[src/rtl/ring_osc_meter_pkg.sv]
// Shared state encoding and default sizing for the ring-oscillator frequency meter.
package ring_osc_meter_pkg;

  typedef enum logic [1:0] {
    ST_IDLE   = 2'd0,
    ST_SETTLE = 2'd1,
    ST_GATE   = 2'd2,
    ST_LATCH  = 2'd3
  } state_e;

  localparam int unsigned DEF_NCH           = 4;
  localparam int unsigned DEF_CNT_W         = 16;
  localparam int unsigned DEF_GATE_W        = 20;
  localparam int unsigned DEF_GATE_CYCLES   = 50000;
  localparam int unsigned DEF_SETTLE_CYCLES = 16;
  localparam int unsigned DEF_SYNC_STAGES   = 2;

endpackage

[src/rtl/ring_osc_meter_if.sv]
// Control, oscillator and result signals of the frequency meter, grouped for the top-level port.
interface ring_osc_meter_if
  import ring_osc_meter_pkg::*;
#(
  parameter int NCH   = DEF_NCH,
  parameter int CNT_W = DEF_CNT_W
);
  logic             start;
  logic             mode_cont;
  logic [NCH-1:0]   osc_in;
  logic [3:0]       sel;
  logic [NCH-1:0]   osc_en;
  logic             busy;
  logic             done;
  logic [CNT_W-1:0] cnt_out;
  logic             ovf_out;

  modport slave (
    input  start, mode_cont, osc_in, sel,
    output osc_en, busy, done, cnt_out, ovf_out
  );

  modport master (
    output start, mode_cont, osc_in, sel,
    input  osc_en, busy, done, cnt_out, ovf_out
  );
endinterface

[src/rtl/ring_osc_meter_osc_edge_counter.sv]
// One channel: synchronises an async oscillator, detects rising edges and counts them with saturation.
module osc_edge_counter
  import ring_osc_meter_pkg::*;
#(
  parameter int CNT_W       = DEF_CNT_W,
  parameter int SYNC_STAGES = DEF_SYNC_STAGES
) (
  input  logic             clk,
  input  logic             clr,
  input  logic             osc,
  input  logic             cnt_en,
  input  logic             cnt_clr,
  output logic [CNT_W-1:0] cnt,
  output logic             ovf
);

  logic [SYNC_STAGES-1:0] sync_q;
  logic                   prev_q;
  logic [CNT_W-1:0]       cnt_q, cnt_d;
  logic                   ovf_q, ovf_d;
  logic                   rise;

  always_ff @(posedge clk or negedge clr) begin
    if (!clr) begin
      sync_q <= '0;
      prev_q <= 1'b0;
      cnt_q  <= '0;
      ovf_q  <= 1'b0;
    end else begin
      sync_q <= {sync_q[SYNC_STAGES-2:0], osc};
      prev_q <= sync_q[SYNC_STAGES-1];
      cnt_q  <= cnt_d;
      ovf_q  <= ovf_d;
    end
  end

  assign rise = sync_q[SYNC_STAGES-1] & ~prev_q;

  // A saturated counter holds its value; the next edge marks the overflow instead.
  always_comb begin
    cnt_d = cnt_q;
    ovf_d = ovf_q;
    if (cnt_clr) begin
      cnt_d = '0;
      ovf_d = 1'b0;
    end else if (cnt_en && rise) begin
      if (cnt_q == {CNT_W{1'b1}}) begin
        ovf_d = 1'b1;
      end else begin
        cnt_d = cnt_q + CNT_W'(1);
      end
    end
  end

  assign cnt = cnt_q;
  assign ovf = ovf_q;

endmodule

[src/rtl/ring_osc_meter.sv]
// Multi-channel ring-oscillator meter: settle, gate for GATE_CYCLES clocks, latch, present one channel.
// states: IDLE osc off | SETTLE warm-up, counters held | GATE counting | LATCH copy results, clear counters
module ring_osc_meter
  import ring_osc_meter_pkg::*;
#(
  parameter int NCH           = DEF_NCH,
  parameter int CNT_W         = DEF_CNT_W,
  parameter int GATE_W        = DEF_GATE_W,
  parameter int GATE_CYCLES   = DEF_GATE_CYCLES,
  parameter int SETTLE_CYCLES = DEF_SETTLE_CYCLES,
  parameter int SYNC_STAGES   = DEF_SYNC_STAGES
) (
  input  logic            clk,
  input  logic            clr,
  ring_osc_meter_if.slave bus
);

  localparam logic [GATE_W-1:0] GATE_LOAD   = GATE_W'(GATE_CYCLES - 1);
  localparam logic [GATE_W-1:0] SETTLE_LOAD = GATE_W'(SETTLE_CYCLES - 1);

  state_e            state_q, state_d;
  logic [GATE_W-1:0] timer_q, timer_d;
  logic              start_q;
  logic              done_q;
  logic              start_rise;
  logic              cnt_en, cnt_clr, latch_en;

  logic [CNT_W-1:0]  cnt_w [NCH];
  logic [NCH-1:0]    ovf_w;
  logic [CNT_W-1:0]  res_cnt_q [NCH];
  logic [NCH-1:0]    res_ovf_q;

  assign start_rise = bus.start & ~start_q;

  always_ff @(posedge clk or negedge clr) begin
    if (!clr) begin
      state_q <= ST_IDLE;
      timer_q <= '0;
      start_q <= 1'b0;
      done_q  <= 1'b0;
    end else begin
      state_q <= state_d;
      timer_q <= timer_d;
      start_q <= bus.start;
      done_q  <= latch_en;
    end
  end

  always_comb begin
    state_d  = state_q;
    timer_d  = timer_q;
    cnt_en   = 1'b0;
    cnt_clr  = 1'b0;
    latch_en = 1'b0;
    unique case (state_q)
      ST_IDLE: begin
        cnt_clr = 1'b1;
        if (start_rise) begin
          state_d = ST_SETTLE;
          timer_d = SETTLE_LOAD;
        end
      end
      ST_SETTLE: begin
        cnt_clr = 1'b1;
        if (timer_q == '0) begin
          state_d = ST_GATE;
          timer_d = GATE_LOAD;
        end else begin
          timer_d = timer_q - GATE_W'(1);
        end
      end
      ST_GATE: begin
        cnt_en = 1'b1;
        if (timer_q == '0) begin
          state_d = ST_LATCH;
        end else begin
          timer_d = timer_q - GATE_W'(1);
        end
      end
      ST_LATCH: begin
        latch_en = 1'b1;
        cnt_clr  = 1'b1;
        if (bus.mode_cont) begin
          state_d = ST_GATE;
          timer_d = GATE_LOAD;
        end else begin
          state_d = ST_IDLE;
        end
      end
      default: state_d = ST_IDLE;
    endcase
  end

  for (genvar g = 0; g < NCH; g++) begin : g_ch
    osc_edge_counter #(
      .CNT_W       (CNT_W),
      .SYNC_STAGES (SYNC_STAGES)
    ) u_cnt (
      .clk     (clk),
      .clr     (clr),
      .osc     (bus.osc_in[g]),
      .cnt_en  (cnt_en),
      .cnt_clr (cnt_clr),
      .cnt     (cnt_w[g]),
      .ovf     (ovf_w[g])
    );
  end

  // Results are copied on the LATCH edge, so they appear together with done.
  always_ff @(posedge clk or negedge clr) begin
    if (!clr) begin
      for (int i = 0; i < NCH; i++) res_cnt_q[i] <= '0;
      res_ovf_q <= '0;
    end else if (latch_en) begin
      for (int i = 0; i < NCH; i++) res_cnt_q[i] <= cnt_w[i];
      res_ovf_q <= ovf_w;
    end
  end

  always_comb begin
    bus.cnt_out = '0;
    bus.ovf_out = 1'b0;
    for (int i = 0; i < NCH; i++) begin
      if (bus.sel == 4'(i)) begin
        bus.cnt_out = res_cnt_q[i];
        bus.ovf_out = res_ovf_q[i];
      end
    end
  end

  assign bus.busy   = (state_q != ST_IDLE);
  assign bus.osc_en = {NCH{state_q != ST_IDLE}};
  assign bus.done   = done_q;

endmodule
[src/flat_wrapper.sv]
// flat-port wrapper written by rule: the top's interface ports become plain ports
module ring_osc_meter_flat import ring_osc_meter_pkg::*;
#(
  parameter int NCH           = DEF_NCH,
  parameter int CNT_W         = DEF_CNT_W,
  parameter int GATE_W        = DEF_GATE_W,
  parameter int GATE_CYCLES   = DEF_GATE_CYCLES,
  parameter int SETTLE_CYCLES = DEF_SETTLE_CYCLES,
  parameter int SYNC_STAGES   = DEF_SYNC_STAGES
)
  (clk, clr, bus_start, bus_mode_cont, bus_osc_in, bus_sel, bus_osc_en, bus_busy, bus_done, bus_cnt_out, bus_ovf_out);
  ring_osc_meter_if #(.NCH(NCH), .CNT_W(CNT_W)) bus_i ();
  input  logic clk;
  input  logic clr;
  input wire logic [$bits(bus_i.start)-1:0] bus_start;
  input wire logic [$bits(bus_i.mode_cont)-1:0] bus_mode_cont;
  input wire logic [$bits(bus_i.osc_in)-1:0] bus_osc_in;
  input wire logic [$bits(bus_i.sel)-1:0] bus_sel;
  output wire logic [$bits(bus_i.osc_en)-1:0] bus_osc_en;
  output wire logic [$bits(bus_i.busy)-1:0] bus_busy;
  output wire logic [$bits(bus_i.done)-1:0] bus_done;
  output wire logic [$bits(bus_i.cnt_out)-1:0] bus_cnt_out;
  output wire logic [$bits(bus_i.ovf_out)-1:0] bus_ovf_out;
  assign bus_i.start = bus_start;
  assign bus_i.mode_cont = bus_mode_cont;
  assign bus_i.osc_in = bus_osc_in;
  assign bus_i.sel = bus_sel;
  assign bus_osc_en = bus_i.osc_en;
  assign bus_busy = bus_i.busy;
  assign bus_done = bus_i.done;
  assign bus_cnt_out = bus_i.cnt_out;
  assign bus_ovf_out = bus_i.ovf_out;
  ring_osc_meter #(.NCH(NCH), .CNT_W(CNT_W), .GATE_W(GATE_W), .GATE_CYCLES(GATE_CYCLES), .SETTLE_CYCLES(SETTLE_CYCLES), .SYNC_STAGES(SYNC_STAGES)) u_core (.clk(clk), .clr(clr), .bus(bus_i));
endmodule
[config.mk]
export PLATFORM = sky130hd
export DESIGN_NAME = ring_osc_meter_flat
export DESIGN_NICKNAME = d
export VERILOG_FILES = /design/src/rtl/ring_osc_meter_pkg.sv /design/src/rtl/ring_osc_meter_if.sv /design/src/rtl/ring_osc_meter_osc_edge_counter.sv /design/src/rtl/ring_osc_meter.sv /design/src/flat_wrapper.sv
export SDC_FILE = /design/constraint.sdc
export NUM_CORES = 1
export LEC_CHECK = 0
export BUFFER_PORTS_ARGS = -buffer_cell sky130_fd_sc_hd__buf_2
export CORE_ASPECT_RATIO = 1.2
export CORE_MARGIN = 5
export CORE_UTILIZATION = 40
export CTS_CLUSTER_DIAMETER = 80
export DETAILED_ROUTE_END_ITERATION = 12
export PLACE_DENSITY_LB_ADDON = 0.1
export SLEW_MARGIN = 30
export SYNTH_ARGS = -nofsm -noshare
export SYNTH_HDL_FRONTEND = slang
export SYNTH_SLANG_ARGS = --single-unit
[constraint.sdc]
create_clock -name clk -period 2.2 [get_ports clk]
set_input_delay 0.44 -clock clk [delete_from_list [all_inputs] [get_ports clk]]
set_output_delay 0.44 -clock clk [all_outputs]
set_load 0.1 [all_outputs]
Word level (Yosys, flattened, before mapping) --
Index checks and enable logic that the tools add are counted.
Word-level totals: register bits after elaboration 172, bits of input ports 12, output and inout port bits 23, logic and storage cells 131
Operators by class: add/subtract/negate cells 5, equality and inequality tests 19, muxes and demuxes 45, bitwise logic cells 10, reductions and logical operators 27
Operators by type and width (number):
- 16-bit two-way mux | 16
- 20-bit two-way mux | 4
- 20-bit one-hot mux with 4 select lines | 1
- 16-bit by 1-bit adder with 16-bit output, second input constant | 4
- 16-bit equality test, second input constant | 4
- 20-bit zero test | 1
- 20-bit by 1-bit subtractor with 20-bit output, second input constant | 1
- 1-bit two-way mux | 19
- 2-bit nonzero test | 9
- 2-bit AND reduction | 8
- 2-bit by 1-bit inequality test with 1-bit output, second input constant | 7
- 4-bit by 2-bit equality test with 1-bit output, second input constant | 2
- 2-bit two-way mux | 4
- 2-bit one-hot mux with 4 select lines | 1
- 3-bit AND reduction | 2
- 1-bit bitwise AND | 5
- 1-bit NOT | 5
- 2-bit equality test, second input constant | 2
- 4-bit by 1-bit equality test with 1-bit output, second input constant | 1
- 1-bit logical AND | 4
- 4-bit zero test | 1
- 2-bit inequality test, second input constant | 2
- 3-bit OR reduction | 1
- 2-bit by 1-bit equality test with 1-bit output, second input constant | 1
- 2-bit zero test | 1

Depth between registers and ports, before layout --
depth after elaboration 5, mapped depth 9, depth with buffers taken out 7

Hierarchy --
From an unflattened synthesis, not the netlist that was laid out.
Unflattened totals: cells, all modules 774, area total of the unflattened synthesis 8709.6 um^2
Modules (own cells, without submodules):
- ring_osc_meter | instances 1, cells each 362, area an instance 4430.5 um^2
- osc_edge_counter | instances 4, cells each 103, area an instance 1069.8 um^2

Worst setup path after synthesis --
No wires, ideal clock.
path kind in2out, start point input port bus_sel[1], end point output port bus_cnt_out[10], data arrival time 2.507 ns, required time 1.760 ns, path slack -0.747 ns, cell stages on the path 7, path buffers 2, cell sequence clkbuf_1 > nor4b_1 > clkbuf_1 > nand2_1 > nand2_1 > o21ai_0 > nand2_1
Between the ends: cells in the longest elaborated chain, start to end 5
Ends and longest elaborated chain:
- from (decl) | RTL line flat_wrapper.sv:18 | input wire logic [$bits(bus_i.sel)-1:0] bus_sel;
- 4-bit zero test | RTL line ring_osc_meter.sv:124 | if (bus.sel == 4'(i)) begin
- 16-bit two-way mux (3 in series) | RTL line ring_osc_meter.sv:124
- 16-bit two-way mux (*) | RTL line ring_osc_meter.sv:124
- to (decl) | RTL line flat_wrapper.sv:22 | output wire logic [$bits(bus_i.cnt_out)-1:0] bus_cnt_out;
Every way passes the cells marked *; elsewhere a longest branch is shown, timed or not.

Worst setup path after layout --
start point register u_core.timer_q[5], end point register u_core.timer_q[18]
Between the ends: cells in the longest elaborated chain, start to end 3
Ends and longest elaborated chain:
- from (decl) | RTL line ring_osc_meter.sv:22 | logic [GATE_W-1:0] timer_q, timer_d;
- from (signal assigned) | RTL line ring_osc_meter.sv:43 | timer_q <= timer_d;
- 20-bit by 1-bit subtractor with 20-bit output / 20-bit zero test (equally long branches)
- 20-bit two-way mux (tied with other cells) | RTL line ring_osc_meter.sv:74 | if (timer_q == '0) begin
- 20-bit one-hot mux with 4 select lines / 3-bit AND reduction (equally long branches)
Parallel ways exist; a longest one is shown, timed or not. The select of a mux whose other input is x is not followed. A chain may end at the register's enable or synchronous reset.

==> results.tsv <==
metric	value	unit
Placer Congestion	0.853	
Placeable Area	20300	sq um
Die ar.	23700	sq um
initial antenna violation count	0	
arrival time worst endpoint	2650	ps
syn avg cell area	10.2	sq um
slew margin rel.	61.6	%
Synth Instances	813	
DR iter-0 viols	260	
Starting Density	40.8	%
ys flop type	dfrtp_1	
vias in the first global route	6702	
Post-route DRC	0	
WL/cell	17.5	um
worst skew pair latency	420	ps
largest net degree at the start of global routing	71	
failing checks	negative setup slack	
Total Wirelength	20900	um
Tightest Hold Check Type	in2reg	
post-route clock period utilization	105	%
Worst Setup Start Kind	flop	
number of synthesized register bits	172	
I/O pins	35	
remaining global-route overflow	0	
Crit Path Category	reg2reg	
dpl cells	1145	
fmax	435	MHz
Mapped Nets	831	
Area Overhead vs Synth	28.7	%
H-tree Lvls	4	
Seq/Total Area, Yosys	51.9	%
min setup slack post-route	-100	ps
clk slew on worst S/H paths	70	ps
row cnt	57	
Fin. Hold Viols	0	
met2 wire len	10800	um
number of distinct library cells after synthesis	58	
layout cells sized above 1	33.4	%
worst slew pin tran	573	ps
Antenna Cells	0	
via/cell ratio	5.36	
dpl hpwl	14700	um
Final ANT Viol Nets	0	
DP Area	9620	sq um
pwr dens	696	nW/um^2
Max FO, Critical Path	4	
CTS tree	yes	
post-route cell area	10700	sq um
Max-cap violations	0	
layout net count	935	
Die Span Y	168	um
CTS Buf Count	17	
Worst setup EP type	flop	
Fin Hold WS	123	ps
post-synth design cell area	8290	sq um
Top Layer Used	met4	
required time of the critical path	2550	ps
run status	finished, violations left	
metal3 WL	549	um
number of flops mapped to enable cells by yosys	0	
RSZ-0062 raised after global routing	true	
clock tree root buffer cell	clkbuf_16	
Final setup violation count	7	
Tot GR Track Use	17.9	%
Worst IR Drop VDD	0.520	mV
fraction of registers with async set/reset	100	%
drt first pass iters	5	
WL met1	9340	um
I/O Buffers	34	
Leak	4.88	nW
Slew Viols, Final	0	
global-route wire length before repair	34400	um
maximum root-to-sink buffer count	2	
clk sinks	172	
Final Skew	9.27	ps
Finished Layout Cells	1195	
Ys Warns	0	
detailed-route via count	6402	
crit path time final	2300	ps
chip width	141	um
[registers in the layout, summed over array words and instances, names as in the netlist]
name and count:
u_core.g_ch.u_cnt.prev_q 4, u_core.g_ch.u_cnt.ovf 4, u_core.res_ovf_q 4, u_core.bus.done 1
u_core.state_q 2, u_core.res_cnt_q 64, u_core.g_ch.u_cnt.sync_q 8, u_core.g_ch.u_cnt.cnt 64
u_core.start_q 1, u_core.timer_q 20
[worst paths after layout]
path / start / endpoint / slack [ps] / cells after the start
setup / recovery: u_core.timer_q[5] / u_core.timer_q[18] / -100 / 5
hold / removal: bus_osc_in[3] / u_core.g_ch[3].u_cnt.sync_q[0] / 120 / 1
setup reg to reg: u_core.timer_q[5] / u_core.timer_q[18] / -100 / 5
hold reg to reg: u_core.g_ch[0].u_cnt.sync_q[0] / u_core.g_ch[0].u_cnt.sync_q[1] / 350 / 0
max in group asynchronous: clr / u_core.res_ovf_q[2] / 960 / 3
min in group asynchronous: clr / u_core.g_ch[0].u_cnt.cnt[4] / 540 / 2
[report_power, final]
group | switching (W) | internal [W]
Clock | 0.00136 | 0.00161
Combinational | 0.000433 | 0.000371
Sequential | 0.000287 | 0.00337
[worst max-delay path: stages, from the launching register on]
cell,delay [ps]
dfrtp_1,390
or4_4,540
or3_4,350
or3b_4,400
or4_4,430
a21oi_2,140
[layout make-up]
class / instances / area, sq um
clock inverter: 14 / 146
inverter: 9 / 37.5
fill: 1852 / 9660
timing repair buffer: 125 / 1280
tap: 265 / 332
multi-input combinational: 592 / 4140
sequential: 172 / 4300
clock buffer: 18 / 429
[cell usage in the layout (no fill, tap or decap), drive strengths merged, types with 13 or more instances in the layout]
master | synthesis | final
nand3 | 25 | 25
or4 | 15 | 15
nand2 | 107 | 107
clkbuf | 28 | 20
o21ai | 53 | 53
dfrtp | 172 | 172
xnor2 | 45 | 45
buf | 13 | 121
nor2 | 76 | 76
nor3 | 22 | 22
inv | 9 | 19
mux2 | 67 | 67
a21oi | 33 | 33
o31ai | 13 | 13
[repair_timing]
item / 4_1_cts / 5_1_grt
pin swaps: 3 / 19
resized for setup: 29 / 81
cloned: 1 / 5
buffers inserted: 6 / 9
endpoints found under the hold margin: 10 / 0
setup endpoints to repair: 26 / 36
hold buffers: 1 / 0
[metal layers]
layer | vias up | track usage (%)
met5 | - | 0
met4 | 0 | 4.13
met3 | 12 | 2.82
met2 | 90 | 31.2
met1 | 3203 | 23.3
li1 | 3097 | -
[Yosys cell counts, drive strengths merged, types with 2 or more instances]
library cell  instances  area (sq um)
a31oi                 5          31.3
and2                  6          37.5
clkbuf               28           115
xnor2                45           394
nand4b                2          17.5
mux2i                 3          30.0
or3b                  2          20.0
a211oi                8          60.1
nand2b                5          31.3
mux2                 67           754
nor4                 11          75.1
a31o                  6          52.6
o31ai                13          97.6
o21ai                53           265
nor3b                 5          37.5
a41o                  2          20.0
inv                   9          33.8
nor4b                 2          17.5
ha                    6          75.1
a2111oi               2          17.5
nor2b                 3          18.8
nand2               107           402
or2                   3          18.8
nand3b                4          30.0
buf                  13          72.6
nor3                 22           110
or3                  11          75.1
xor2                  4          35.0
and4                 11          96.3
a21oi                33           165
nand3                25           125
o211ai                3          22.5
nand4                 9          56.3
dfrtp               172          4300
o21a                  3          22.5
and3                 10          62.6
or4                  15           116
nor2                 76           285
[logic make-up after synthesis]
| family | count (synthesis) | share of synthesized area (%) |
|---|---|---|
| buf+inv | 50 | 2.67 |
| mux | 70 | 9.47 |
| xor+xnor | 49 | 5.18 |
| simple gates | 331 | 19.9 |
| fa+ha+maj | 6 | 0.906 |
| flops | 172 | 51.9 |
| compound gates | 135 | 9.89 |
[per-stage QoR]
stage	setup slack (ps)	total power, W	setup TNS (ps)	util [%]
floorplan	-44.7	0.00411	-134	-
global placement	-172	0.00447	-1060	47.3
global route	-163	0.00779	-937	52.5
detailed placement	-158	0.00450	-1250	47.3
finish	-100	0.00743	-381	52.5
CTS	-106	0.00751	-310	50.8
No activity file was read; power rests on OpenSTA's default activity.
